===== src/rtl/mux_rr_pkg.sv =====
// Shared constants and helpers for the round-robin registered multiplexer.
//   N_CH_DEF   : default channel count
//   DATA_W_DEF : default data width per channel
//   ch_w_f()   : channel-index width, never narrower than one bit
package mux_rr_pkg;

  localparam int unsigned N_CH_DEF   = 4;
  localparam int unsigned DATA_W_DEF = 3;

  function automatic int unsigned ch_w_f(input int unsigned n);
    return (n <= 2) ? 1 : $clog2(n);
  endfunction

endpackage


===== src/rtl/mux_rr_sched_if.sv =====
// Producer/consumer handshake bundle for mux_rr_sched.
//   in_data/in_valid/in_ready : N_CH producer channels (flattened data)
//   out_data/out_ch/out_valid/out_ready : single consumer side
//   master : environment side, slave : scheduler side
interface mux_rr_sched_if
  import mux_rr_pkg::*;
#(
  parameter int unsigned N_CH   = N_CH_DEF,
  parameter int unsigned DATA_W = DATA_W_DEF
);
  localparam int unsigned CH_W = ch_w_f(N_CH);

  logic [N_CH*DATA_W-1:0] in_data;
  logic [N_CH-1:0]        in_valid;
  logic [N_CH-1:0]        in_ready;
  logic [DATA_W-1:0]      out_data;
  logic [CH_W-1:0]        out_ch;
  logic                   out_valid;
  logic                   out_ready;

  modport master (
    output in_data, in_valid, out_ready,
    input  in_ready, out_data, out_ch, out_valid
  );

  modport slave (
    input  in_data, in_valid, out_ready,
    output in_ready, out_data, out_ch, out_valid
  );

endinterface


===== src/rtl/rr_arbiter.sv =====
// Combinational rotate-priority search.
//   req       : per-channel request
//   ptr       : channel with highest priority this cycle
//   found     : at least one request present
//   grant_idx : first requesting channel at or after ptr (wrapping)
//   grant_oh  : one-hot form of grant_idx, zero when nothing found
module rr_arbiter
  import mux_rr_pkg::*;
#(
  parameter int unsigned N_CH = N_CH_DEF,
  parameter int unsigned CH_W = ch_w_f(N_CH)
) (
  input  logic [N_CH-1:0] req,
  input  logic [CH_W-1:0] ptr,
  output logic            found,
  output logic [CH_W-1:0] grant_idx,
  output logic [N_CH-1:0] grant_oh
);

  // Walk channels ptr, ptr+1, ... modulo N_CH; first hit wins.
  always_comb begin
    found     = 1'b0;
    grant_idx = '0;
    for (int unsigned i = 0; i < N_CH; i++) begin
      if (!found && req[CH_W'((32'(ptr) + i) % N_CH)]) begin
        found     = 1'b1;
        grant_idx = CH_W'((32'(ptr) + i) % N_CH);
      end
    end
    grant_oh = found ? (N_CH'(1) << grant_idx) : '0;
  end

endmodule


===== src/rtl/mux_rr_sched.sv =====
// N-channel round-robin scheduler feeding one registered output stage.
//   clk, rst_n : clock, asynchronous active-low reset
//   bus        : mux_rr_sched_if slave (producer channels + consumer side)
//   force_en, force_sel : present only with MUX_RR_FORCE_EN defined; pin the
//                         grant candidate to force_sel without moving rr_ptr
module mux_rr_sched
  import mux_rr_pkg::*;
#(
  parameter int unsigned N_CH   = N_CH_DEF,
  parameter int unsigned DATA_W = DATA_W_DEF,
  localparam int unsigned CH_W  = ch_w_f(N_CH)
) (
  input  logic            clk,
  input  logic            rst_n,
`ifdef MUX_RR_FORCE_EN
  input  logic            force_en,
  input  logic [CH_W-1:0] force_sel,
`endif
  mux_rr_sched_if.slave   bus
);

  logic              out_valid_q;
  logic [DATA_W-1:0] out_data_q;
  logic [CH_W-1:0]   out_ch_q;
  logic [CH_W-1:0]   rr_ptr_q;

  logic              rr_found_c;
  logic [CH_W-1:0]   rr_idx_c;
  logic [N_CH-1:0]   rr_oh_c;
  logic              g_found_c;
  logic [CH_W-1:0]   g_idx_c;
  logic [N_CH-1:0]   rdy_c;
  logic              adv_c;
  logic              free_c;
  logic              grant_c;
  logic [CH_W-1:0]   nxt_ptr_c;

  rr_arbiter #(
    .N_CH (N_CH),
    .CH_W (CH_W)
  ) u_arb (
    .req       (bus.in_valid),
    .ptr       (rr_ptr_q),
    .found     (rr_found_c),
    .grant_idx (rr_idx_c),
    .grant_oh  (rr_oh_c)
  );

  // Grant selection; a forced grant bypasses the arbiter and leaves rr_ptr alone.
  always_comb begin
    g_found_c = rr_found_c;
    g_idx_c   = rr_idx_c;
    rdy_c     = rr_oh_c;
    adv_c     = 1'b1;
`ifdef MUX_RR_FORCE_EN
    if (force_en) begin
      adv_c     = 1'b0;
      g_idx_c   = force_sel;
      g_found_c = (32'(force_sel) < N_CH) && bus.in_valid[force_sel];
      rdy_c     = N_CH'(1) << force_sel;
    end
`endif
    free_c  = !out_valid_q || bus.out_ready;
    grant_c = free_c && g_found_c;
  end

  assign nxt_ptr_c    = (g_idx_c == CH_W'(N_CH - 1)) ? '0 : g_idx_c + CH_W'(1);
  assign bus.in_ready = grant_c ? rdy_c : '0;

  // Output stage: a grant (re)loads it, a pop without refill empties it.
  always_ff @(posedge clk or negedge rst_n) begin
    if (!rst_n) begin
      out_valid_q <= 1'b0;
      out_data_q  <= '0;
      out_ch_q    <= '0;
      rr_ptr_q    <= '0;
    end else if (grant_c) begin
      out_valid_q <= 1'b1;
      out_data_q  <= bus.in_data[32'(g_idx_c)*DATA_W +: DATA_W];
      out_ch_q    <= g_idx_c;
      if (adv_c) begin
        rr_ptr_q <= nxt_ptr_c;
      end
    end else if (bus.out_ready) begin
      out_valid_q <= 1'b0;
    end
  end

  assign bus.out_valid = out_valid_q;
  assign bus.out_data  = out_data_q;
  assign bus.out_ch    = out_ch_q;

endmodule


===== src/flat_wrapper.sv =====
// flat-port wrapper written by rule: the top's interface ports become plain ports
module mux_rr_sched_flat import mux_rr_pkg::*;
#(
  parameter int unsigned N_CH   = N_CH_DEF,
  parameter int unsigned DATA_W = DATA_W_DEF,
  localparam int unsigned CH_W  = ch_w_f(N_CH)
)
  (clk, rst_n, bus_in_data, bus_in_valid, bus_out_ready, bus_in_ready, bus_out_data, bus_out_ch, bus_out_valid);
  mux_rr_sched_if #(.N_CH(N_CH), .DATA_W(DATA_W)) bus_i ();
  input  logic clk;
  input  logic rst_n;
  input wire logic [$bits(bus_i.in_data)-1:0] bus_in_data;
  input wire logic [$bits(bus_i.in_valid)-1:0] bus_in_valid;
  input wire logic [$bits(bus_i.out_ready)-1:0] bus_out_ready;
  output wire logic [$bits(bus_i.in_ready)-1:0] bus_in_ready;
  output wire logic [$bits(bus_i.out_data)-1:0] bus_out_data;
  output wire logic [$bits(bus_i.out_ch)-1:0] bus_out_ch;
  output wire logic [$bits(bus_i.out_valid)-1:0] bus_out_valid;
  assign bus_i.in_data = bus_in_data;
  assign bus_i.in_valid = bus_in_valid;
  assign bus_i.out_ready = bus_out_ready;
  assign bus_in_ready = bus_i.in_ready;
  assign bus_out_data = bus_i.out_data;
  assign bus_out_ch = bus_i.out_ch;
  assign bus_out_valid = bus_i.out_valid;
  mux_rr_sched #(.N_CH(N_CH), .DATA_W(DATA_W)) u_core (.clk(clk), .rst_n(rst_n), .bus(bus_i));
endmodule

===== config.mk =====
export PLATFORM = sky130hd
export DESIGN_NAME = mux_rr_sched_flat
export DESIGN_NICKNAME = d
export VERILOG_FILES = /design/src/rtl/mux_rr_pkg.sv /design/src/rtl/mux_rr_sched_if.sv /design/src/rtl/rr_arbiter.sv /design/src/rtl/mux_rr_sched.sv /design/src/flat_wrapper.sv
export SDC_FILE = /design/constraint.sdc
export NUM_CORES = 1
export LEC_CHECK = 0
export BUFFER_PORTS_ARGS = -buffer_cell sky130_fd_sc_hd__buf_2
export CORE_UTILIZATION = 48
export DETAILED_ROUTE_END_ITERATION = 12
export GPL_TIMING_DRIVEN = 1
export HOLD_SLACK_MARGIN = 0.03
export MAX_ROUTING_LAYER = met4
export PLACE_DENSITY = 0.85
export SLEW_MARGIN = 10
export SYNTH_ARGS = -nofsm -noshare
export SYNTH_HDL_FRONTEND = slang
export SYNTH_HIERARCHICAL = 1
export SYNTH_SLANG_ARGS = --single-unit

===== constraint.sdc =====
create_clock -name clk -period 4.1 [get_ports clk]
set_input_delay 0.82 -clock clk [delete_from_list [all_inputs] [get_ports clk]]
set_output_delay 0.82 -clock clk [all_outputs]
set_load 0.005 [all_outputs]

# Yosys cells after proc, flatten, opt, wreduce, memory -nomap -nowiden
# Cells that the tools add are included.
# Widths: inputs -> output; s select.
# word_totals
ff_bits	8
latchBits	0
ram_bits	0
mem_bits_ro	0
inputBits	19
output_inout_bits	10
word_cells	47
mem_count	0
# op_classes
n_addsub	4
multipliers	1
div	0
n_lt_le_gt_ge	4
n_eq_ne	1
shift	2
muxes	21
n_bitwise	0
n_reduce_logical	10
# op_table
cell	count
$lt 2x3->1 const B	4
$shiftx 12x5->3	1
$mux 1	10
$mux 2	5
$bmux 1 s2	4
$mux 4	2
$add 2x1->2 const B	2
$add 2x2->2 const B	2
$logic_and 1x1->1	4
$logic_not 1->1	4
$mul 2x2->4 const B	1
$shl 1x2->4 const A	1
$eq 2x2->1 const B	1
$reduce_bool 2->1	1
$logic_or 1x1->1	1

# Longest topological paths before layout
# Gate-level depths: netlist of the first run.
# depth
word_depth	15
depth_mapped	7

# By module
# Netlist of the first run, hierarchy kept.
# modules_own_cells
mod	instances	cells_each	area_each_um2
mux_rr_sched	1	29	440.4
rr_arbiter	1	32	182.7

# Least setup slack after synthesis of the first run
# OpenSTA, ideal clock, no wires.
# synth_path
path_type	input port to flip-flop
start	input bus_in_valid[1]
end	register u_core.out_data_q[0] (netlist: u_core/bus.out_data[0])
setup_time_ps	125
arrival_time_ps	2356
required_ps	3975
slack_ps	1619
stages	6
n_path_buf	1
path_cell_list	buf_2 nand2b_1 a21oi_1 a211oi_2 mux4_1 mux2_4
# synth_via
elab_chain_len	14
elab_cells_between_ends	25
# synth_lines
item	line	source
start: declaration	flat_wrapper.sv:13	input wire logic [$bits(bus_i.in_valid)-1:0] bus_in_valid;
$bmux 1 s2	rr_arbiter.sv:25	if (!found && req[CH_W'((32'(ptr) + i) % N_CH)]) begin
$mux 1 (not written as such)	rr_arbiter.sv:25	
$mux 1	rr_arbiter.sv:25	
$logic_not 1->1	rr_arbiter.sv:25	
$logic_and 1x1->1	rr_arbiter.sv:25	
$mux 1	rr_arbiter.sv:25	
$logic_not 1->1	rr_arbiter.sv:25	
$logic_and 1x1->1	rr_arbiter.sv:25	
$mux 1	rr_arbiter.sv:25	
$logic_not 1->1	rr_arbiter.sv:25	
$logic_and 1x1->1	rr_arbiter.sv:25	
$mux 2 (*)	rr_arbiter.sv:25	
via u_core.g_idx_c[0]	mux_rr_sched.sv:31	logic [CH_W-1:0] g_idx_c;
$mul 2x2->4 (*)	mux_rr_sched.sv:79	out_data_q <= bus.in_data[32'(g_idx_c)*DATA_W +: DATA_W];
$shiftx 12x5->3 (*)	mux_rr_sched.sv:79	
end signal: assignment	mux_rr_sched.sv:79	
end: declaration	mux_rr_sched.sv:23	logic [DATA_W-1:0] out_data_q;
# The timed path passes the listed nets; every way through them passes the cells marked *. The select of a mux whose other input is x is not followed.
# A chain may end at the register's enable or synchronous reset.

# Final worst setup path of the first run
# layout_path
start	input bus_in_valid[1]
end	output bus_in_ready[2]
# layout_via
elab_cells_between_ends	26
# layout_rtl
item	line	source
$bmux 1 s2	rr_arbiter.sv:25	
$mux 1 (not written as such)	rr_arbiter.sv:25	
$mux 1	rr_arbiter.sv:25	
$logic_not 1->1	rr_arbiter.sv:25	
$logic_and 1x1->1	rr_arbiter.sv:25	
$mux 1	rr_arbiter.sv:25	
$logic_not 1->1	rr_arbiter.sv:25	
$logic_and 1x1->1	rr_arbiter.sv:25	
$mux 1	rr_arbiter.sv:25	
$logic_not 1->1	rr_arbiter.sv:25	
$logic_and 1x1->1	rr_arbiter.sv:25	
$mux 1 (*)	rr_arbiter.sv:25	
via u_core.g_found_c	mux_rr_sched.sv:30	logic g_found_c;
$mux 4 / $logic_and 1x1->1 (equally long branches)	rr_arbiter.sv:30, mux_rr_sched.sv:64	
$mux 4 (*)	mux_rr_sched.sv:68	assign bus.in_ready = grant_c ? rdy_c : '0;
end: declaration	flat_wrapper.sv:15	output wire logic [$bits(bus_i.in_ready)-1:0] bus_in_ready;
# Marked as above.

==> results of run 1 <==
==> cell usage in the layout (no fill, tap or decap), drive strengths merged <==
| cell | netlist | layout |
|---|---|---|
| buf | 3 | 28 |
| dfrtp | 8 | 8 |
| mux2 | 7 | 7 |
| nor2 | 6 | 6 |
| a21oi | 5 | 5 |
| and2 | 4 | 4 |
| inv | 4 | 4 |
| nand2b | 4 | 4 |
| clkbuf | 0 | 3 |
| nor2b | 3 | 3 |
| mux4 | 3 | 3 |
| o21ai | 3 | 3 |
| nand2 | 2 | 2 |
| nor3 | 2 | 2 |
| a211oi | 2 | 2 |
| or2 | 1 | 1 |
| ha | 1 | 1 |
| a221oi | 1 | 1 |
| a311oi | 1 | 1 |
| o211a | 1 | 1 |
==> cell type report <==
| type | instances | area [um^2] | share of cell area, % |
|---|---|---|---|
| sequential | 8 | 200.2 | 25.48 |
| multi-input combinational | 46 | 390.4 | 49.68 |
| tap | 14 | 17.52 | 2.229 |
| inverter | 4 | 15.01 | 1.911 |
| clock buffer | 3 | 22.52 | 2.866 |
| timing repair buffer | 28 | 140.1 | 17.83 |
==> worst min-delay path by stage <==
stage                           endpoint                 start  cells after the start  slack [ns]
global placement    u_core/bus.out_ch[1]  u_core/bus.out_ch[1]                      1        0.49
detailed placement  u_core/bus.out_ch[1]  u_core/bus.out_ch[1]                      1        0.49
finish              u_core/bus.out_valid                 rst_n                      1        0.40
global route        u_core/bus.out_valid                 rst_n                      1        0.41
CTS                 u_core/bus.out_valid                 rst_n                      1        0.40
floorplan           u_core/bus.out_ch[0]  u_core/bus.out_ch[0]                      1        0.50
==> report_power, final <==
| part | internal (mW) | total (mW) | switching, mW |
|---|---|---|---|
| logic | 0.122 | 0.207 | 0.0851 |
| registers | 0.114 | 0.153 | 0.0390 |
| clock network | 0.0334 | 0.0581 | 0.0248 |
| total | 0.269 | 0.418 | 0.149 |
==> cells by family after synthesis <==
family,Yosys count,synth area share [%]
muxes,10,27.11
buffers and inverters,7,5.221
DFF,8,32.13
AOI/OAI and AO/OA,13,14.66
adders and majority gates,1,2.008
and+or+nand+nor,22,18.88
==> layer usage <==
| layer | GRT usage (%) | up-vias | part of all wire (%) |
|---|---|---|---|
| li1 | - | 279 | - |
| met1 | 26.47 | 271 | 41 |
| met2 | 36.44 | 25 | 52 |
| met3 | 10.47 | 0 | 7.4 |
| met4 | 2.679 | 0 | 0 |
| met5 | - | - | 0 |
==> worst register-to-register path, stage by stage (launching register included) <==
cell and delay (ns):
dfrtp_1 0.44, nand2b_2 0.20, a21oi_1 0.09, a211oi_2 0.47, mux4_1 0.64, mux2_4 0.28
==> registers in the layout (all words and copies together) (netlist names) <==
register	flops
u_core/bus.out_ch	2
u_core/rr_ptr_q	2
u_core/bus.out_valid	1
u_core/bus.out_data	3
==> flow_summary.toml, run 1 <==
[outcome]
status = "finished clean"

[finish]
drive_gt1_share_pct = 47.19
fin_nets = 111
design_area_um2 = 785.8
num_antenna_cells = 0
layout.cells.non_filler = 103
utilization_pct = 67.97
num-fill-cells = 89
syn_to_final_growth_pct = 26.10

[sta]
relSlewSlack_pct = 47.06
hold_slack_ns = 0.3988
post-route-min-period_ns = 2.943
min_period_over_period_pct = 71.77
final_max_slew_viol_count = 0
rsz0062_at_grt = "no"
skew_ns = 0.008245
fmax_mhz = 339.8
final.setup.worst_slack_ns = 1.157
setup_viol = 0
hold_violations = 0
setup_tns_ns = 0
worst_pin_slew_ns = 0.7924

[power]
power_uw = 418.3
peakVddDrop_uv = 429.5
power.leakage_nw = 0.3948
p_per_area_mw_per_mm2 = 532.4

[synthesis]
synth_seq_cells = 8
netlist_top_cells_area = "dfrtp_1, mux4_1, mux2_2"
synth_cell_types = 25
yosysMostFrequentCell = "dfrtp_1"
synth_area_um2 = 623.1
syn_avg_cell_area_um2 = 10.21
synth_top_area_cell = "dfrtp_1"
yosysWarnings = 6
async_flop_share_pct = 100.0
netlist.area_leader.share_pct = 32.13
syn_inst = 61
synth_edf_count = 0
ys.flop_type = "dfrtp_1"
synth_seq_area_share_pct = 32.13
synth_fp_nets = 81
synth_commonest_cells = "dfrtp_1, nor2_1"

[worst_setup_path]
r2r_slack_ns = 1.88
worst_ep_arrival_time_ns = 2.12
reg2reg_from = "u_core/rr_ptr_q[0]"
critPathLaunch = "bus_in_valid[1]"
crit_path_max_incr_delay_ns = 0.65
required_ns = 3.28
reg2reg_depth = 5
cp_num_buf_inv = 2
worstSetupStartpointType = "input port"
critical_path.cell_chain = "buf_2 -> nor2_1 -> nand2_1 -> nor2b_1 -> and2_1 -> buf_2"
slowest_stage = "nor2b_1"
worstSetupPathDepth = 6
reg2reg_to = "u_core/bus.out_data[0]"
endpoint_kind = "primary output"
crit_top_cell = "buf_2"
crit_type = "input port to primary output"
cp_top_family = "simple AND/OR/NAND/NOR gates"
crit_end = "bus_in_ready[2]"
cp_max_fo = 9

[placement]
placedCellCount = 100
dp_hpwl_um = 1028
gp_congestion = 0.8722
place_worst_setup_slack_ns = 1.188
dpl_cell_area_um2 = 763.2
portBuffers = 28

[route]
drcViolationCount = 0
dr.pass1.iters = 4
drtIter0Drc = 13
post_drt_wl_per_cell_um = 13.25
drtAntennaViolNets = 0
wl_um = 1365
avgViaCountPerCell = 5.583
vias = 575

[clock_tree]
cts_made_buffers = 3
ctsHoldBuffers = 0
cts_setup_buffers = 0
clkTransAtPathRegs_ns = 0.05
ctsResizeCount = 0
htree_levels = 1
cts_sinks = 8
clockBufferDepth = 2
root_buffer = "clkbuf_4"
clock_latency_ns = 0.25
tritoncts = "built"

[min_path]
hp-class = "input port to asynchronous set/reset pin"

[die]
coreArea_mm2 = 0.001156
die_h_um = 38.03
initial_core_util_pct = 53.90
die_x_um = 38.03
ios = 29
std_cell_rows = 12
dieArea_mm2 = 0.001446

[grt]
grt_pass1_vias = 467
grt_start_max_net_pins = 13
overflow = 0
grt_pass1_wl_um = 2118
antenna_found_initial = 0
grt_usage_pct = 22.60

[run]
maxCapViolCount = 0
(Power assumes the default switching activity.)
==> run 2: changes to the inputs <==
CORE_UTILIZATION = 40   (was 48)
PLACE_DENSITY = 0.76   (was 0.85)
clock period = 2.5 ns   (was 4.1 ns; I/O delays follow)
==> run 2 against run 1 <==
Compared with the run above:
- critical path depth shrank 1
- sequential power grew 63%
- sequential share of layout area shrank 0.52 points
- combinational power grew 73%
- largest power group unchanged
- largest cell class unchanged
- cell area grew 2.1%
- power grew 69%
- register-to-register slack lost 1.5 ns
==> flow_summary.toml, run 2 (same netlist as run 1, synthesis figures left out) <==
[power]
p_clk_share_pct = 13.8
internal_power_uw = 451.4
p_seq_share_pct = 35.4
p_comb_share_pct = 50.8
power.leakage_nw = 0.4045
p_switching_uw = 254.1
peakVddDrop_uv = 412.6
p_per_area_mw_per_mm2 = 879.6
power_uw = 705.5
swShare_pct = 36.01

[sta]
final_max_slew_viol_count = 0
hold_violations = 0
post-route-min-period_ns = 2.152
setup_viol = 0
setup_tns_ns = 0
final.setup.worst_slack_ns = 0.3475
skew_ns = 0.006087
relSlewSlack_pct = 67.09
fmax_mhz = 464.6
min_period_over_period_pct = 86.10
worst_pin_slew_ns = 0.4936
rsz0062_at_grt = "no"

[placement]
place_worst_setup_slack_ns = 0.2107
gp_congestion = 0.7854
dp_hpwl_um = 1209
portBuffers = 28

[clock_tree]
cts_made_buffers = 3
cts_sinks = 8
tritoncts = "built"
ctsHoldBuffers = 0
root_buffer = "clkbuf_4"
htree_levels = 1
ctsResizeCount = 0
clockBufferDepth = 2
clkTransAtPathRegs_ns = 0.06
cts_setup_buffers = 0
clock_latency_ns = 0.25

[finish]
num_antenna_cells = 0
layout_common_cells = "buf_2, dfrtp_1, nor2_1"
syn_to_final_growth_pct = 28.71
final_common_cell = "buf_2"
drive_gt1_share_pct = 48.35
fin_nets = 113
largest_register_ff_count = 3
utilization_pct = 58.70

[route]
dr.pass1.iters = 4
wl_um = 1493
post_drt_wl_per_cell_um = 14.08
vias = 567
drcViolationCount = 0
drtAntennaViolNets = 0
drtIter0Drc = 9
avgViaCountPerCell = 5.349

[grt]
grt_pass1_wl_um = 2415
antenna_found_initial = 0
grt_pass1_vias = 521
grt_start_max_net_pins = 13
overflow = 0
grt_usage_pct = 18.98

[worst_setup_path]
crit_path_max_incr_delay_ns = 0.63
required_ns = 2.64
crit_type = "flip-flop to flip-flop"
cp_top_family = "multiplexers"
critical_path.cell_chain = "nand2b_1 -> o21ai_1 -> a211oi_2 -> mux4_1 -> mux2_4"
slowest_stage = "mux4_1"
worst_ep_arrival_time_ns = 2.29
endpoint_kind = "flip-flop"
cp_max_fo = 7
worstSetupStartpointType = "flip-flop"
reg2reg_depth = 5
cp_num_buf_inv = 0
worstSetupPathDepth = 5

[die]
std_cell_rows = 13
initial_core_util_pct = 45.60
ios = 29
coreArea_mm2 = 0.001366
dieArea_mm2 = 0.001720
die_h_um = 41.47
die_x_um = 41.47

[run]
maxCapViolCount = 0

[outcome]
status = "finished clean"

[min_path]
hp-class = "input port to asynchronous set/reset pin"
==> run 2: cell count changes in the layout (fill, tap and decap cells not counted), sizes merged <==
cell  before  now
buf       28   30
==> run 2: through the flow <==
step / cell area, um^2 / hold slack (ns) / std cells
after floorplan: 623.1 / 0.2044 / 61
after global placement: 779.5 / 0.3522 / 103
after detailed placement: 779.5 / 0.3563 / 103
after CTS: 802.0 / 0.07792 / 106
after global routing: 802.0 / 0.09077 / 106
final: 802.0 / 0.08682 / 106
==> run 2: worst paths after layout <==
kind | slack, ns | start | end
max | 0.35 | u_core/rr_ptr_q[0] | u_core/bus.out_data[1]
min | 0.09 | rst_n | u_core/bus.out_data[2]
max reg2reg | 0.35 | u_core/rr_ptr_q[0] | u_core/bus.out_data[1]
min reg2reg | 0.50 | u_core/bus.out_ch[1] | u_core/bus.out_ch[1]
max in group asynchronous | 2.23 | rst_n | u_core/bus.out_valid
min in group clk | 0.50 | u_core/bus.out_ch[1] | u_core/bus.out_ch[1]
==> run 2: routing by layer <==
metal | vias up | GRT usage, % | part of all wire (%)
met5 | - | - | 0
met4 | 0 | 7.742 | 0
met3 | 0 | 2.609 | 5.6
met2 | 30 | 29.69 | 50
met1 | 256 | 24.79 | 44
li1 | 281 | - | -
==> run 2: worst reg2reg max path, stage by stage (launching register included) <==
cell      delay (ns)
dfrtp_1         0.44
nand2b_1        0.17
o21ai_1         0.10
a211oi_2        0.43
mux4_1          0.63
mux2_4          0.27
==> run 2: final cells by class <==
type	count	area, um^2
fill	138	564.3
clock buffer	3	22.52
multi-input combinational	46	390.4
timing repair buffer	30	155.1
inverter	4	15.01
tap	15	18.77
sequential	8	200.2
==> run 2: power by group through the flow <==
| stage | sequential [mW] | combinational, mW | clock (mW) |
|---|---|---|---|
| final | 0.250 | 0.359 | 0.0972 |
| after detailed placement | 0.250 | 0.359 | 0 |
| after global routing | 0.259 | 0.394 | 0.108 |
| after CTS | 0.249 | 0.361 | 0.101 |
| after floorplan | 0.227 | 0.258 | 0 |
| after global placement | 0.248 | 0.338 | 0 |
